==> src/rtl/bcd_stopwatch_ctrl.sv <==
// bcd_stopwatch_ctrl
// Four-digit BCD stopwatch controller. A programmable prescaler turns the
// system clock into a count tick. A run/pause/idle FSM gates that tick into a
// cascade of mod-10 digits. A lap register snapshots the live count on demand.
//
// Ports:
//   clk        system clock, rising edge active
//   rst_n      asynchronous active-low reset
//   start      run command (level, sampled every edge)
//   stop       pause command
//   clear      return-to-zero / idle command
//   lap        lap capture command
//   digits     live count, 4 BCD digits, [3:0] = units .. [15:12] = thousands
//   lap_val    last captured count, BCD
//   lap_valid  one-cycle pulse after a capture
//   running    high while the FSM is in RUN
//   ovf        sticky flag, set on the 9999 -> 0000 wrap
module bcd_stopwatch_ctrl #(
   parameter int TICK_DIV = 10
) (
   input  logic        clk,
   input  logic        rst_n,
   input  logic        start,
   input  logic        stop,
   input  logic        clear,
   input  logic        lap,
   output logic [15:0] digits,
   output logic [15:0] lap_val,
   output logic        lap_valid,
   output logic        running,
   output logic        ovf
);

   // A divide-by-one prescaler still needs one bit to exist as a register.
   localparam int PW = (TICK_DIV > 1) ? $clog2(TICK_DIV) : 1;
   localparam logic [PW-1:0] PRESC_MAX = PW'(TICK_DIV - 1);

   typedef enum logic [1:0] {
      IDLE,
      RUN,
      PAUSE
   } state_t;

   state_t        state;
   logic [PW-1:0] presc;
   logic          tick;
   logic [15:0]   digits_inc;
   logic          carry;
   logic          wrap;

   // A tick only exists while running and the prescaler sits at its last value.
   assign tick    = (state == RUN) && (presc == PRESC_MAX);
   assign wrap    = (digits == 16'h9999);
   assign running = (state == RUN);

   // Ripple the carry from the units digit upward: a digit advances only when
   // every digit below it is 9, and any 9 that is carried through returns to 0.
   always_comb begin
      digits_inc = digits;
      carry      = 1'b1;
      for (int i = 0; i < 4; i++) begin
         if (carry) begin
            if (digits[4*i +: 4] == 4'd9) begin
               digits_inc[4*i +: 4] = 4'd0;
            end else begin
               digits_inc[4*i +: 4] = digits[4*i +: 4] + 4'd1;
               carry                = 1'b0;
            end
         end
      end
   end

   // Main sequencer. The lap capture is evaluated independently of the
   // command priority so a capture on a CLEAR edge still sees the pre-clear
   // count. In RUN the prescaler and digits advance even on a STOP edge, so a
   // STOP that lands on a tick keeps its increment and leaves the prescaler at 0.
   always_ff @(posedge clk or negedge rst_n) begin
      if (!rst_n) begin
         state     <= IDLE;
         presc     <= '0;
         digits    <= 16'h0000;
         lap_val   <= 16'h0000;
         lap_valid <= 1'b0;
         ovf       <= 1'b0;
      end else begin
         lap_valid <= 1'b0;
         if (lap && (state != IDLE)) begin
            lap_val   <= digits;
            lap_valid <= 1'b1;
         end

         if (clear && (state != IDLE)) begin
            state  <= IDLE;
            presc  <= '0;
            digits <= 16'h0000;
            ovf    <= 1'b0;
         end else begin
            case (state)
               IDLE: begin
                  if (start) begin
                     state <= RUN;
                     presc <= '0;
                  end
               end
               RUN: begin
                  if (tick) begin
                     presc  <= '0;
                     digits <= digits_inc;
                     if (wrap) begin
                        ovf <= 1'b1;
                     end
                  end else begin
                     presc <= presc + PW'(1);
                  end
                  if (stop) begin
                     state <= PAUSE;
                  end
               end
               PAUSE: begin
                  // STOP outranks START, so both together keep us paused.
                  if (start && !stop) begin
                     state <= RUN;
                  end
               end
               default: begin
                  state <= IDLE;
               end
            endcase
         end
      end
   end

endmodule

==> config.mk <==
export PLATFORM = sky130hd
export DESIGN_NAME = bcd_stopwatch_ctrl
export DESIGN_NICKNAME = d
export VERILOG_FILES = /design/src/rtl/bcd_stopwatch_ctrl.sv
export SDC_FILE = /design/constraint.sdc
export NUM_CORES = 1
export LEC_CHECK = 0
export ABC_AREA = 0
export CAP_MARGIN = 20
export CORE_MARGIN = 1.5
export CORE_UTILIZATION = 35
export CTS_CLUSTER_DIAMETER = 80
export DETAILED_ROUTE_END_ITERATION = 10
export PLACE_DENSITY = 0.62
export SYNTH_ARGS = -nofsm -noshare
export SYNTH_HDL_FRONTEND = slang
export SYNTH_SLANG_ARGS = --single-unit
==> constraint.sdc <==
create_clock -name clk -period 3.35 [get_ports clk]
set_clock_uncertainty 0.2 [all_clocks]
set_input_delay 0.5025 -clock clk [delete_from_list [all_inputs] [get_ports clk]]
set_output_delay 0.5025 -clock clk [all_outputs]
set_load 0.05 [all_outputs]
After elaboration in Yosys (flattened, before gate mapping)
Index checks and enable logic that the tools add are counted.
W data, S select, Z words.

operators by class
  reduce and logical (&&, ||, !) cells = 21
  add/subtract/negate cells = 5
  equality and inequality tests = 11
  mux-type cells = 29

operator list
  cell                    number
  $mux W16                3
  $mux W4                 10
  $add A4 B1 Y4 const B   5
  $eq A4 B4 Y1 const B    5
  $eq A16 B16 Y1 const B  1
  $reduce_and A3 Y1       5
  $reduce_bool A2 Y1      7
  $mux W1                 10
  $mux W2                 4
  $pmux W4 S2             1
  $ne A3 B3 Y1 const B    2
  $pmux W2 S3             1
  $logic_and A1 B1 Y1     4
  $reduce_and A2 Y1       2
  $ne A3 B2 Y1 const B    1
  $reduce_bool A3 Y1      1
  $eq A2 B1 Y1 const B    1
  $eq A2 B2 Y1 const B    1
  $logic_not A2 Y1        1
  $logic_not A1 Y1        1

storage, ports and cells
  logic and storage cells = 75
  bits in registers = 40

Logic depth before layout (Yosys ltp)
Gate-level depths: netlist of run 1.

  depth after elaboration = 8
  mapped depth = 7
  depth with buffers taken out = 6

Worst setup path before layout of run 1
No wires, ideal clock.

  kind = register to register
  start = reg digits[4]
  end = reg digits[13]
  path buffers = 0
  cell stages (with the launch flop) = 6
  slack = 1,017 ps
  data arrival time = 2,007 ps
  setup time = 125 ps
  path through = dfrtp_1 ha_1 nand3b_1 or2_2 or3_4 mux2_4

on the way
  word-level cells in the longest chain between the ends = 6

ends and longest elaborated chain
  what                                 RTL line  source
  start, declared                      27        output logic [15:0] digits,
  start signal, assigned               108       digits <= digits_inc;
  $eq A4 B4 Y1                         63        if (digits[4*i +: 4] == 4'd9) begin
  $mux W1                              63
  $mux W1 (2 in a row)                 62        if (carry) begin
  $reduce_bool A2 Y1 (no source line)  -
  $reduce_and A3 Y1 (no source line)   -

No other way between the ends.
A chain may end at the register's enable or synchronous reset.

Worst setup path in the final report of run 1
  start = reg state[1]
  end = out running

on the way
  word-level cells in the longest chain between the ends = 1

ends and longest elaborated chain
  what                    RTL line  source
  start, declared         44        state_t state;
  start signal, assigned  79        state <= IDLE;
  start signal, assigned  93        state <= IDLE;
  start signal, assigned  101       state <= RUN;
  $eq A2 B1 Y1            54        assign running = (state == RUN);
  end, declared           30        output logic running,

No other way between the ends.

==> results by group, run 1 <==
Clock tree
  • Clk Latency, worst-skew pair: 0.30 ns
  • Root Driver: clkbuf_8
  • Worst-path clk slew: 0.09 ns
  • CTS sink cnt: 40
  • Hold buffers post-CTS: 0
  • Cts repair resizes: 0
  • Clk buf depth: 2
  • CTS Buf Count: 5
  • H-tree depth: 2
  • Post CTS Setup Buffer Count: 0
  • CTS tree: built

Timing
  • Hold Fails Final Rpt: 0
  • Final min period: 2.61 ns
  • RSZ-0062 raised after global routing: no
  • Max-slew violations: 0
  • Fin Setup TNS: 0 ns
  • WHS: 0.133 ns
  • Slew headroom: 0.387
  • Tightest Pin Transition: 0.919 ns
  • Final Setup Violations: 0
  • Fmax: 383 MHz
  • Period utilization: 0.780

Finish
  • Final core utilization: 0.468
  • Ant diodes: 0
  • Layout cells sized above 1: 0.130
  • Synth-to-Final Area Change: 28.0%
  • Finished Layout Cells: 303
  • Finished Cell Area: 0.00261 mm2
  • Final net count: 246

Global routing
  • GR Util All Layers: 0.151
  • First-pass GRT wire length: 7360 um
  • Largest net degree at the start of global routing: 41
  • GRT overflow: 0
  • Via count of the first global-routing pass: 1,484
  • Initial antenna violation count: 0

Route
  • Residual DRC: 0
  • TritonRoute pass-1 iters: 4
  • Total Wirelength: 4350 um
  • Post-DRT Antenna Nets: 0
  • DR WL/cell: 14.4 um
  • DR vias: 1,554
  • DRT iter0 DRCs: 96
  • Vias/cell: 5.13

Placement
  • Placed insts: 295
  • DP HPWL: 2980 um
  • DP Area: 0.00249 mm2
  • Routability cong.: 0.855
  • PortBufs: 40

Worst hold path
  • Min-delay worst type: primary input to async pin

Die
  • I/O Pins: 41
  • DIE AREA: 0.00630 mm2
  • Starting density of the core: 0.366
  • Die X: 79.4 um
  • Core Area: 0.00557 mm2
  • Die H: 79.4 um
  • FP Rows: 27

Pwr
  • Leak Pwr: 0.00117 uW
  • Maximum vdd drop: 0.000354 V
  • PwrDens: 652 mW/mm2

Synthesis
  • Main synth FF type: dfrtp_1
  • Top cells by area, synth: dfrtp_1 49%, mux2_2 7.7%, ha_1 6.1%
  • Cells after synthesis: 190
  • Synth Register Bits: 40
  • Top-area cell type share of the netlist area: 0.490
  • EDFF count, synth: 0
  • Synthesized area per cell: 10.7 um2
  • Synth cell count leaders: 40 x dfrtp_1, 16 x nor2_1, 15 x nand2_1
  • Ys async rst share: 1.00
  • Yosys top cell by area: dfrtp_1
  • Sequential area share after synthesis: 0.490
  • Synthesized cell area: 0.00204 mm2
  • Synth unique cells: 43
  • Synth Warn #: 0
  • Most common cell in the netlist: dfrtp_1
  • Post-Synthesis Net Count: 206

Worst setup path
  • Crit-path max FO: 9
  • CP Capture Type: output pin
  • Crit path required time: 2.65 ns
  • Critical path type: flop to output pin
  • Worst r2r src: digits[0]
  • Reg2reg path depth: 5
  • CP cell instances: nand2b_1 -> inv_1 -> clkdlybuf4s50_1
  • Reg2Reg Setup Slack: 1.05 ns
  • Critical path startpoint category: flop
  • CP arrival: 1.91 ns
  • Top delay family on crit path: buffers and inverters
  • Reg-to-Reg End: digits[7]
  • CP max stage cell: clkdlybuf4s50_1
  • Worst path max stage delay: 0.81 ns
  • Critical path buffers and inverters: 2

Outcome
  • Status: finished clean

Job
  • MaxCap Viol Count: 0
-- flip-flops by register name (all words and copies together) (netlist names) --
| name | count |
|---|---|
| digits | 16 |
| lap_valid | 1 |
| ovf | 1 |
| presc | 4 |
| lap_val | 16 |
| state | 2 |
-- final cells by class --
| cell class | instances | area [um2] |
|---|---|---|
| fillers | 539 | 2960 |
| flip-flops and latches | 40 | 1000 |
| multi-input cells | 132 | 958 |
| repair buffers | 41 | 403 |
| well taps | 72 | 90.1 |
| clock buffers | 6 | 82.6 |
| clock inverters | 2 | 38.8 |
| inverters | 10 | 37.5 |
-- layer usage --
layer,wire length [um],global-route usage
met4,48,0.0439
met3,186,0.0391
met1,2150,0.210
met2,1970,0.230
met5,0,0
-- stage by stage --
stage | total power (uW) | setup WS (ns)
CTS | 1720 | 0.738
finish | 1700 | 0.737
detailed placement | 1290 | 0.765
global placement | 1280 | 0.805
global route | 1800 | 0.663
floorplan | 1080 | 1.02
-- cells by family (layout without fill, tap and decap cells) --
kind of cell,Yosys count,count (layout),synth area share
adder cells (fa/ha/maj),10,10,0.0613
flip-flops,40,40,0.490
XOR/XNOR,2,2,0.00859
multiplexers,20,20,0.109
AO/OA/AOI/OAI,37,37,0.125
buffers and inverters,18,59,0.0399
AND/OR/NAND/NOR,63,63,0.166
-- power by group --
| group | switching [uW] | internal, uW |
|---|---|---|
| Combinational | 414 | 224 |
| Sequential | 83.4 | 557 |
| Clock | 180 | 244 |
| Total | 678 | 1020 |
-- how the worst max path moves through the flow --
| stage | cells after the start | start | slack (ns) | endpoint |
|---|---|---|---|---|
| floorplan | 5 | digits[4] | 1.02 | digits[13] |
| global placement | 5 | clear | 0.81 | digits[8] |
| detailed placement | 5 | clear | 0.76 | digits[8] |
| CTS | 3 | state[1] | 0.74 | running |
| global route | 3 | state[1] | 0.66 | running |
| finish | 3 | state[1] | 0.74 | running |
-- layout by cell type (no fill, tap or decap), types with 3 or more instances in the layout --
master,n
dfrtp_1,40
o41ai_1,3
mux2_2,14
nor2_1,16
a21oi_1,4
nand3b_1,4
mux2i_1,5
nand2_1,15
nor3_1,3
ha_1,10
clkbuf_8,6
inv_1,10
nand3_1,4
or3_1,5
o21ai_0,11
clkdlybuf4s50_1,39
and3b_1,4
o31ai_1,5
(Power assumes the default switching activity.)
==> run 2, diff against run 1 <==
==> constraint.sdc (replaced) <==
create_clock -name clk -period 2.63 [get_ports clk]
set_clock_uncertainty 0.2 [all_clocks]
set_input_delay 0.3945 -clock clk [delete_from_list [all_inputs] [get_ports clk]]
set_output_delay 0.3945 -clock clk [all_outputs]
set_load 0.05 [all_outputs]
==> results by group, run 2 (synthesis gave the netlist of run 1 again) <==
Pwr
  • PwrDens: 790 mW/mm2 (was 652 mW/mm2)
  • Leak Pwr: 0.00118 uW (was 0.00117 uW)
  • Maximum vdd drop: 0.000471 V (was 0.000354 V)
  • Total power: 2060 uW (was 1700 uW)

Route
  • DR vias: 1,546 (was 1,554)
  • Total Wirelength: 4130 um (was 4350 um)
  • Post-DRT Antenna Nets: 0 (unchanged)
  • DR WL/cell: 13.4 um (was 14.4 um)
  • Residual DRC: 0 (unchanged)
  • Vias/cell: 5.04 (was 5.13)
  • TritonRoute pass-1 iters: 6 (was 4)
  • DRT iter0 DRCs: 99 (was 96)

Global routing
  • First-pass GRT wire length: 7310 um (was 7360 um)
  • Met1 usage in global routing: 0.202 (was 0.210)
  • Met3 Use GR: 0.0345 (was 0.0391)
  • M2 GR Usage: 0.235 (was 0.230)
  • Initial antenna violation count: 0 (unchanged)
  • GRT overflow: 0 (unchanged)
  • Gr busiest metal: met2 (unchanged)
  • Via count of the first global-routing pass: 1,497 (was 1,484)
  • GR Util All Layers: 0.149 (was 0.151)
  • Largest net degree at the start of global routing: 41 (unchanged)

Finish
  • Layout cells sized above 1: 0.136 (was 0.130)
  • Final net count: 250 (was 246)
  • Ant diodes: 0 (unchanged)
  • Commonest non-fill, non-tap cell in the layout: dfrtp_1 (unchanged)
  • Synth-to-Final Area Change: 27.9% (was 28.0%)
  • Most frequent cells in the layout: 40 x dfrtp_1, 39 x clkdlybuf4s50_1, 16 x nor2_1 (unchanged)
  • Top Registers: digits: 16 flops, lap_val: 16 flops, presc: 4 flops (unchanged)

Clock tree
  • Worst-path clk slew: 0.07 ns (was 0.09 ns)
  • CTS Buf Count: 5 (unchanged)
  • CTS tree: built (unchanged)
  • Clk buf depth: 2 (unchanged)
  • Clk Latency, worst-skew pair: 0.29 ns (was 0.30 ns)
  • Root Driver: clkbuf_8 (unchanged)
  • Cts repair resizes: 0 (unchanged)
  • Post CTS Setup Buffer Count: 0 (unchanged)
  • H-tree depth: 2 (unchanged)
  • Hold buffers post-CTS: 0 (unchanged)
  • CTS sink cnt: 40 (unchanged)

Die
  • I/O Pins: 41 (unchanged)
  • Core Area: 0.00557 mm2 (unchanged)
  • DIE AREA: 0.00630 mm2 (unchanged)
  • Starting density of the core: 0.366 (unchanged)
  • Die X: 79.4 um (unchanged)
  • Die H: 79.4 um (unchanged)
  • FP Rows: 27 (unchanged)

Placement
  • PortBufs: 40 (unchanged)
  • Routability cong.: 0.806 (was 0.855)
  • DP HPWL: 3000 um (was 2980 um)

Timing
  • Hold Fails Final Rpt: 0 (unchanged)
  • Tightest Pin Transition: 0.897 ns (was 0.919 ns)
  • Fmax: 402 MHz
  • RSZ-0062 raised after global routing: no (unchanged)
  • Final Setup Violations: 0 (unchanged)
  • Final min period: 2.49 ns
  • Max-slew violations: 0 (unchanged)
  • Slew headroom: 0.402 (was 0.387)
  • Fin Setup TNS: 0 ns (unchanged)
  • Period utilization: 0.947

Worst setup path
  • Worst path max stage delay: 0.81 ns (about the same)
  • Crit path required time: 2.04 ns (was 2.65 ns)
  • CP Capture Type: output pin (unchanged)
  • Critical path startpoint category: flop (unchanged)
  • Top delay family on crit path: buffers and inverters (unchanged)
  • Critical path type: flop to output pin (unchanged)
  • CP max stage cell: clkdlybuf4s50_1 (unchanged)
  • Critical path buffers and inverters: 2 (unchanged)
  • Crit-path max FO: 9 (unchanged)
  • CP cell instances: nand2b_1 -> inv_1 -> clkdlybuf4s50_1 (unchanged)
  • CP arrival: 1.90 ns (was 1.91 ns)

Outcome
  • Status: finished clean (unchanged)

Job
  • MaxCap Viol Count: 0 (unchanged)

Worst hold path
  • Min-delay worst type: primary input to async pin (unchanged)
## run 2: layout make-up
class / count / area (um2)
inverter: 10 / 37.5
tap: 72 / 90.1
clock buffer: 8 / 90.1
timing repair buffer: 45 / 433
multi-input combinational: 132 / 958
fill: 549 / 2960
sequential: 40 / 1000
## run 2: final timing paths
check                      startpoint         end  slack, ns  cells after the start
max reg2reg                 digits[1]   digits[7]       0.34                      6
min reg2reg                lap_val[1]  lap_val[1]       0.28                      2
max                          state[1]     running       0.14                      3
min                             rst_n  lap_val[8]       0.03                      1
min in group clk           lap_val[1]  lap_val[1]       0.28                      2
max in group asynchronous       rst_n   digits[6]       1.64                      1
## run 2: through the flow
step | util | hold WS [ns] | instances | cell area (um2) | worst slack [ns]
3_3_place_gp | 0.452 | 0.265 | 299 | 2520 | 0.389
3_5_place_dp | 0.452 | 0.273 | 299 | 2520 | 0.339
6_report | 0.468 | 0.0303 | 307 | 2610 | 0.139
2_1_floorplan | - | -0.101 | 190 | 2040 | 0.297
4_1_cts | 0.468 | 0.0568 | 307 | 2610 | 0.131
5_1_grt | 0.468 | 0.0968 | 307 | 2610 | 0.0562
## run 2: routing by layer
layer,wire [um],up-vias
met5,0,-
met4,55,0
met3,172,7
met2,1860,40
met1,2040,730
li1,-,769
## run 2: power by group
| part | switching, uW | internal (uW) | total, uW |
|---|---|---|---|
| combinational | 531 | 301 | 832 |
| sequential | 100 | 710 | 810 |
| clock | 205 | 214 | 419 |
| total | 837 | 1220 | 2060 |
## run 2: worst register-to-register path, stage by stage (launching register included)
cell,delay (ns)
dfrtp_1,0.44
inv_1,0.09
ha_1,0.20
and3b_1,0.23
nor2_1,0.44
or2_0,0.41
o211ai_1,0.15
==> run 3, diff against run 2 <==
--- a/config.mk
+++ b/config.mk
@@ -6,12 +6,12 @@
 export NUM_CORES = 1
 export LEC_CHECK = 0
 export ABC_AREA = 0
-export CAP_MARGIN = 20
 export CORE_MARGIN = 1.5
-export CORE_UTILIZATION = 35
+export CORE_UTILIZATION = 45
 export CTS_CLUSTER_DIAMETER = 80
 export DETAILED_ROUTE_END_ITERATION = 10
-export PLACE_DENSITY = 0.62
+export DONT_BUFFER_PORTS = 1
+export PLACE_DENSITY = 0.64
 export SYNTH_ARGS = -nofsm -noshare
 export SYNTH_HDL_FRONTEND = slang
 export SYNTH_SLANG_ARGS = --single-unit
==> results by group, run 3 (synthesis gave the netlist of run 1 again) <==
Timing
  • Final Setup Violations: 0 (unchanged)
  • Fmax: 450 MHz (was 402 MHz)
  • WHS: 0.0667 ns (was 0.0303 ns)
  • Final min period: 2.22 ns (was 2.49 ns)
  • Tightest Pin Transition: 0.615 ns (was 0.897 ns)
  • Fin Setup TNS: 0 ns (unchanged)
  • Hold Fails Final Rpt: 0 (unchanged)
  • Slew headroom: 0.590 (was 0.402)
  • RSZ-0062 raised after global routing: no (unchanged)
  • Max-slew violations: 0 (unchanged)
  • Period utilization: 0.844 (was 0.947)

Worst setup path
  • Worst path max stage delay: 0.44 ns (was 0.81 ns)
  • CP max stage cell: o21ai_2 (was clkdlybuf4s50_1)
  • CP Capture Type: flop (was output pin)
  • Critical path startpoint category: flop (unchanged)
  • CP arrival: 2.19 ns (was 1.90 ns)
  • Critical path type: flop to flop (was flop to output pin)
  • Crit path required time: 2.60 ns (was 2.04 ns)
  • Crit-path max FO: 14 (was 9)
  • Critical path buffers and inverters: 0 (was 2)
  • CP cell instances: ha_1 -> and4bb_1 -> o21ai_2 -> or2_0 -> o211ai_1 (was nand2b_1 -> inv_1 -> clkdlybuf4s50_1)
  • Top delay family on crit path: simple AND/OR/NAND/NOR gates (was buffers and inverters)

Clock tree
  • Root Driver: clkbuf_8 (unchanged)
  • Clk buf depth: 2 (unchanged)
  • CTS tree: built (unchanged)
  • CTS sink cnt: 40 (unchanged)
  • Clk Latency, worst-skew pair: 0.30 ns (was 0.29 ns)
  • Worst-path clk slew: 0.08 ns (was 0.07 ns)
  • CTS Buf Count: 5 (unchanged)
  • H-tree depth: 2 (unchanged)

Die
  • FP Rows: 24 (was 27)
  • DIE AREA: 0.00495 mm2 (was 0.00630 mm2)
  • Core Area: 0.00435 mm2 (was 0.00557 mm2)
  • Starting density of the core: 0.469 (was 0.366)
  • Die H: 70.3 um (was 79.4 um)
  • Die X: 70.3 um (was 79.4 um)
  • I/O Pins: 41 (unchanged)

Finish
  • Finished Layout Cells: 262 (was 307)
  • Most frequent cells in the layout: 40 x dfrtp_1, 17 x buf_4, 16 x nor2_1 (was 40 x dfrtp_1, 39 x clkdlybuf4s50_1, 16 x nor2_1)
  • Final net count: 225 (was 250)
  • Commonest non-fill, non-tap cell in the layout: dfrtp_1 (unchanged)
  • Final core utilization: 0.538 (was 0.468)
  • Top Registers: digits: 16 flops, lap_val: 16 flops, presc: 4 flops (unchanged)
  • Synth-to-Final Area Change: 14.7% (was 27.9%)
  • Layout cells sized above 1: 0.219 (was 0.136)
  • Ant diodes: 0 (unchanged)

Global routing
  • GRT overflow: 0 (unchanged)
  • Largest net degree at the start of global routing: 41 (unchanged)
  • First-pass GRT wire length: 7200 um (was 7310 um)
  • Initial antenna violation count: 0 (unchanged)
  • GR Util All Layers: 0.186 (was 0.149)
  • Via count of the first global-routing pass: 1,554 (was 1,497)

Route
  • DR WL met3: 232 um (was 172 um)
  • M1 wire length: 1780 um (was 2040 um)
  • Total Wirelength: 4210 um (was 4130 um)
  • TritonRoute pass-1 iters: 4 (was 6)
  • Post-DRT Antenna Nets: 0 (unchanged)
  • Met2 wire len: 2110 um (was 1860 um)
  • Residual DRC: 0 (unchanged)
  • Highest metal used: met4 (unchanged)
  • DR WL/cell: 16.1 um (was 13.4 um)
  • DRT iter0 DRCs: 83 (was 99)
  • Vias/cell: 5.82 (was 5.04)
  • DR vias: 1,526 (was 1,546)

Pwr
  • PwrDens: 866 mW/mm2 (was 790 mW/mm2)
  • Maximum vdd drop: 0.000498 V (was 0.000471 V)
  • Leak Pwr: 0.00112 uW (was 0.00118 uW)

Placement
  • DP HPWL: 3100 um (was 3000 um)
  • PortBufs: 0 (was 40)
  • Routability cong.: 0.810 (was 0.806)
  • Placed insts: 251 (was 299)

Job
  • MaxCap Viol Count: 0 (unchanged)

Worst hold path
  • Min-delay worst type: primary input to flop (was primary input to async pin)

Outcome
  • Status: finished clean (unchanged)
==> run 3: cell count changes in the layout (fill, tap and decap cells not counted), moves of 2 or more <==
cell	previous run	this run
clkdlybuf4s50_1	39	0
buf_4	5	17
clkbuf_1	2	0
dlygate4sd3_1	0	2
==> run 3: final timing paths <==
| path | from | to | slack, ns | cells past startpoint |
|---|---|---|---|---|
| min in group asynchronous | rst_n | ovf | 0.35 | 2 |
| worst min-delay path | start | state[0] | 0.07 | 2 |
| worst max-delay path | presc[0] | digits[7] | 0.41 | 5 |
| worst min register to register | presc[2] | presc[2] | 0.32 | 1 |
| worst max register to register | presc[0] | digits[7] | 0.41 | 5 |
| max in group asynchronous | rst_n | digits[10] | 1.68 | 2 |
==> run 3: area by class of cell <==
cell class              count  area (um2)
multi-input cells         132         958
well taps                  52        65.1
inverters                  10        37.5
clock buffers               5        68.8
fillers                   380        2010
clock inverters             3        42.5
repair buffers             20         168
flip-flops and latches     40        1000
==> run 3: repair_timing <==
item / in CTS / in global routing
resized for setup: 0 / 0
endpoints found under the hold margin: 41 / 0
buffers inserted: 0 / 0
hold buffers: 3 / 0
==> run 3: per-stage QoR <==
| step | area, um2 | total power, uW | setup slack, ns |
|---|---|---|---|
| 2_1_floorplan | 2040 | 1370 | 0.297 |
| 4_1_cts | 2340 | 2050 | 0.409 |
| 5_1_grt | 2340 | 2140 | 0.285 |
| 6_report | 2340 | 2030 | 0.410 |
| 3_5_place_dp | 2190 | 1530 | 0.427 |
| 3_3_place_gp | 2190 | 1500 | 0.512 |
==> run 3: where the power goes <==
group          leakage [uW]  internal [uW]  switching, uW
logic              0.000536            198            384
clock network     0.0000541            281            221
registers          0.000534            707            238
==> run 3: layer usage <==
metal  track usage  vias to the layer above
met2         0.318                       47
met3        0.0664                        8
met5             0                        -
met4        0.0855                        0
li1              -                      713
met1         0.207                      758
